===== config.mk =====
export PLATFORM = sky130hd
export DESIGN_NAME = detector_jogada
export DESIGN_NICKNAME = d
export VERILOG_FILES = /design/src/rtl/detector_jogada.sv
export SDC_FILE = /design/constraint.sdc
export NUM_CORES = 1
export LEC_CHECK = 0
export BUFFER_PORTS_ARGS = -buffer_cell sky130_fd_sc_hd__buf_2
export CAP_MARGIN = 0
export CORE_MARGIN = 2
export CORE_UTILIZATION = 52
export DETAILED_ROUTE_END_ITERATION = 16
export PLACE_DENSITY_LB_ADDON = 0.3
export SLEW_MARGIN = 30
export SYNTH_ARGS = -nofsm -noshare
export SYNTH_HDL_FRONTEND = slang
export SYNTH_SLANG_ARGS = --single-unit

===== constraint.sdc =====
create_clock -name clock -period 2.21 [get_ports clock]
set_clock_uncertainty 0.2 [all_clocks]
set_input_delay 0.221 -clock clock [delete_from_list [all_inputs] [get_ports clock]]
set_output_delay 0.221 -clock clock [all_outputs]
set_load 0.01 [all_outputs]

===== src/rtl/detector_jogada.sv =====
// Memory-game input conditioner: two-flop synchronizer, press/release debounce FSM, registered play code and pulse.
// Optional JOGADA_UNICA_EN: multi-key patterns raise db_multipla and are debounced but never accepted.
module detector_jogada #(
    parameter int DEBOUNCE_CYCLES = 50000
) (
    input  logic       clock,
    input  logic       reset,
    input  logic [3:0] chaves,
    output logic [3:0] jogada,
    output logic       jogada_feita,
    output logic       db_multipla,
    output logic [3:0] db_estado
);

    localparam int              CNT_W   = $clog2(DEBOUNCE_CYCLES);
    localparam logic [CNT_W-1:0] CNT_MAX = CNT_W'(DEBOUNCE_CYCLES - 1);
    localparam logic [CNT_W-1:0] CNT_ONE = CNT_W'(1);

    typedef enum logic [1:0] {
        OCIOSO         = 2'd0,
        ESTABILIZANDO  = 2'd1,
        ACEITA         = 2'd2,
        AGUARDA_SOLTAR = 2'd3
    } estado_t;

    estado_t          state_q, state_d;
    logic [3:0]       s1_q, s2_q;
    logic [3:0]       cand_q, cand_d;
    logic [CNT_W-1:0] cnt_q, cnt_d;
    logic [3:0]       jogada_q, jogada_d;

    // Resetting into AGUARDA_SOLTAR forces a debounced release before the first play.
    // NOTE: sequential state uses non-blocking assignments so every flop samples pre-edge values.
    always_ff @(posedge clock) begin
        if (reset) begin
            state_q  <= AGUARDA_SOLTAR;
            s1_q     <= 4'd0;
            s2_q     <= 4'd0;
            cand_q   <= 4'd0;
            cnt_q    <= '0;
            jogada_q <= 4'd0;
        end else begin
            state_q  <= state_d;
            s1_q     <= chaves;
            s2_q     <= s1_q;
            cand_q   <= cand_d;
            cnt_q    <= cnt_d;
            jogada_q <= jogada_d;
        end
    end

`ifdef JOGADA_UNICA_EN
    logic multipla;
    // Clearing the lowest set bit leaves something only when two or more bits were set.
    assign multipla    = (s2_q & (s2_q - 4'd1)) != 4'd0;
    assign db_multipla = multipla;
`else
    assign db_multipla = 1'b0;
`endif

    // NOTE: every next-state signal gets a hold default first, so no path infers a latch.
    always_comb begin
        state_d  = state_q;
        cand_d   = cand_q;
        cnt_d    = cnt_q;
        jogada_d = jogada_q;
        case (state_q)
            OCIOSO: begin
                if (s2_q != 4'd0) begin
                    state_d = ESTABILIZANDO;
                    cand_d  = s2_q;
                    cnt_d   = CNT_ONE;
                end
            end
            ESTABILIZANDO: begin
                if (s2_q == 4'd0) begin
                    state_d = OCIOSO;
                    cnt_d   = '0;
                end else if (s2_q != cand_q) begin
                    cand_d = s2_q;
                    cnt_d  = CNT_ONE;
                end else if (cnt_q != CNT_MAX) begin
                    cnt_d = cnt_q + CNT_ONE;
                end else begin
`ifdef JOGADA_UNICA_EN
                    if (multipla) begin
                        state_d = AGUARDA_SOLTAR;
                        cnt_d   = '0;
                    end else begin
                        state_d  = ACEITA;
                        jogada_d = cand_q;
                    end
`else
                    state_d  = ACEITA;
                    jogada_d = cand_q;
`endif
                end
            end
            ACEITA: begin
                state_d = AGUARDA_SOLTAR;
                cnt_d   = '0;
            end
            AGUARDA_SOLTAR: begin
                if (s2_q != 4'd0) begin
                    cnt_d = '0;
                end else if (cnt_q != CNT_MAX) begin
                    cnt_d = cnt_q + CNT_ONE;
                end else begin
                    state_d = OCIOSO;
                end
            end
            default: state_d = AGUARDA_SOLTAR;
        endcase
    end

    assign jogada       = jogada_q;
    assign jogada_feita = (state_q == ACEITA);
    assign db_estado    = {2'b00, state_q};

endmodule


==> flow_metrics.env <==
export IMPL_slew_viol_final=0
export IMPL_numCtsBuffers=5
export IMPL_rows=20
export IMPL_path_class="flip-flop to flip-flop"
export IMPL_drtIter0Drc=88
export IMPL_hold_path_class="primary input to flip-flop"
export IMPL_ant_nets=0
export IMPL_htreeDepth=2
export IMPL_cts_sinks=34
export IMPL_die_area_um2=3607
export IMPL_syn_instance_count=183
export IMPL_critical_path_startpoint_type="flip-flop"
export IMPL_drc=0
export IMPL_grt_pass1_wl_um=5340
export IMPL_fmax_mhz=476.4
export IMPL_power_density_nw_per_um2=613.6
export IMPL_synth_avg_cell_area_um2=8.929
export IMPL_dieHeight_um=60.06
export IMPL_layout_drive_gt1_share_pct=19.71
export IMPL_start_util_pct=53.97
export IMPL_maxCapViolCount=0
export IMPL_grt_use_total_pct=20.08
export IMPL_cp_max_fo=9
export IMPL_finalHoldViolations=0
export IMPL_ys_seq_area_share_pct=41.65
export IMPL_synth_area_um2=1634
export IMPL_vdd_drop_max_mv=0.4553
export IMPL_routed_via_count=1386
export IMPL_io_pins=16
export IMPL_rsz0062_at_grt="no"
export IMPL_fin_nets=214
export IMPL_synth_main_ff_cell="dfxtp_1"
export IMPL_synth_edf_count=0
export IMPL_cts_tree="done"
export IMPL_antenna_found_initial=0
export IMPL_dp_hpwl_um=2415
export IMPL_root_buffer="clkbuf_4"
export IMPL_synthToLayoutAreaGrowth_pct=16.54
export IMPL_setup_tns_ns=0
export IMPL_yosysUniqueCellTypes=45
export IMPL_synth_area_leaders="dfxtp_1, nor2_1, mux2i_1"
export IMPL_worst_ep_arrival_time_ns=2.14
export IMPL_port_buffers=12
export IMPL_dpl_worst_slack_ns=0.08888
export IMPL_p_leak_nw=0.7366
export IMPL_synth_top_area_share_pct=41.65
export IMPL_clock_latency_ns=0.34
export IMPL_routed_wirelength_um=3165
export IMPL_diodes=0
export IMPL_yosys_area_top_type="dfxtp_1"
export IMPL_grt_overflow=0
export IMPL_post_drt_wl_per_cell_um=12.56
export IMPL_setup_ws_ns=0.1110
export IMPL_clk_pin_slew_ns=0.12
export IMPL_die_x_um=60.06
export IMPL_post_cts_buffers=0
export IMPL_endpoint_kind="flip-flop"
export IMPL_status="completed"
export IMPL_critPathRequiredTime_ns=2.25
export IMPL_async_flop_share_pct=0
export IMPL_holdWs_ns=0.1257
export IMPL_dr_pass1_iters=4
export IMPL_fin_util_pct=62.89
export IMPL_min_period_ns=2.099
export IMPL_ys_ff_latch=34
export IMPL_yosys_warnings=0
export IMPL_coreArea_um2=3028
export IMPL_place_congestion=0.8550
export IMPL_grt_max_degree=23
export IMPL_vias_per_cell=5.500
export IMPL_setup_viol=0
export IMPL_finalCritPeriodShare_pct=94.98
export IMPL_clockBufferDepth=2
export IMPL_grt_pass1_vias=1277
[cell usage after synthesis, drive strengths merged, types with 6 or more instances]
cell / count
nand4: 6
xnor2: 6
dfxtp: 34
nor4: 7
nor2: 25
clkbuf: 6
mux2i: 8
nor2b: 9
a21oi: 9
nand3: 6
xor2: 6
nand2: 14
[layout by cell type, fill, tap and decap left out, drive strengths merged, types with 2 or more instances in the layout]
cell         synthesis  final
inv                  2      2
or3                  2      2
o21ai                5      5
xor2                 6      6
a21oi                9      9
nand3b               2      2
or4b                 2      2
xnor2                6      6
dlygate4sd3          0      4
nor3                 3      3
nand2               14     14
conb                 1      3
o21bai               2      2
nand4                6      6
dfxtp               34     34
nor2b                9      9
nand2b               4      4
a31oi                3      3
clkbuf               6      5
nand3                6      6
and3                 3      3
buf                  5     22
nor2                25     25
nor4                 7      7
clkinvlp             0      2
o31ai                2      2
mux2i                8      8
[where the power goes]
| group | switching, mW | leakage (nW) | internal (mW) |
|---|---|---|---|
| sequential | 0.00900 | 0.276 | 0.622 |
| clock | 0.220 | 0.0374 | 0.237 |
| combinational | 0.0430 | 0.423 | 0.0368 |
| total | 0.272 | 0.737 | 0.897 |
[sequential cells by signal, summed over array words and instances (netlist names), named ones only]
register and cells:
jogada 4, cand_q 4, s2_q 4, cnt_q 16, state_q 1, s1_q 4
[per-stage QoR]
stage          cell area, um2  std cells  power, mW
6_report                 1904        252      1.168
3_5_place_dp             1770        240     0.7186
4_1_cts                  1893        252      1.177
3_3_place_gp             1770        240     0.7156
5_1_grt                  1904        252      1.214
2_1_floorplan            1642        185     0.7011
[what timing repair did]
action,CTS,global route
hold buffers,4,0
endpoints found under the hold margin,4,0
setup endpoints to repair,0,7
gates resized for setup,0,3
[per-layer routing]
layer  up-vias  global-route usage, %  wire [um]
li1        692                      -          -
met1       652                  23.43       1401
met2        33                  33.70       1584
met3         9                  5.195        120
met4         0                  10.16         59
met5         -                      0          0
[cell families (layout without fill, tap and decap cells)]
| group | Yosys count | after routing | synth area share (%) |
|---|---|---|---|
| flops | 34 | 34 | 41.65 |
| other cells | 1 | 3 | 0.2295 |
| xor+xnor | 12 | 12 | 6.432 |
| fa+ha+maj | 1 | 1 | 0.7656 |
| buf+inv | 13 | 36 | 4.211 |
| simple gates | 87 | 87 | 31.32 |
| mux | 8 | 8 | 4.901 |
| compound gates | 27 | 27 | 10.49 |
[layout make-up]
class,count,area [um2]
Sequential cell,34,680.7
Tap cell,44,55.05
Timing Repair Buffer,26,178.9
Clock inverter,3,45.04
Inverter,2,7.507
Fill cell,264,1124
Multi-Input combinational cell,138,899.6
Clock buffer,5,37.54
[worst max-delay path, stage by stage (launching register included)]
cell     delay (ns)
dfxtp_1        0.36
or4b_4         0.57
nor4_4         0.30
buf_6          0.18
nand4_4        0.15
mux2i_1        0.18
nor2_1         0.05
[worst paths after layout]
path            start   endpoint  slack (ns)  cells past startpoint
min reg2reg   s1_q[3]    s2_q[3]        0.24                      1
max          cnt_q[5]  jogada[0]        0.11                      6
min             reset   cnt_q[0]        0.13                      3
max reg2reg  cnt_q[5]  jogada[0]        0.11                      6
Power figures use the tool's default switching activity.
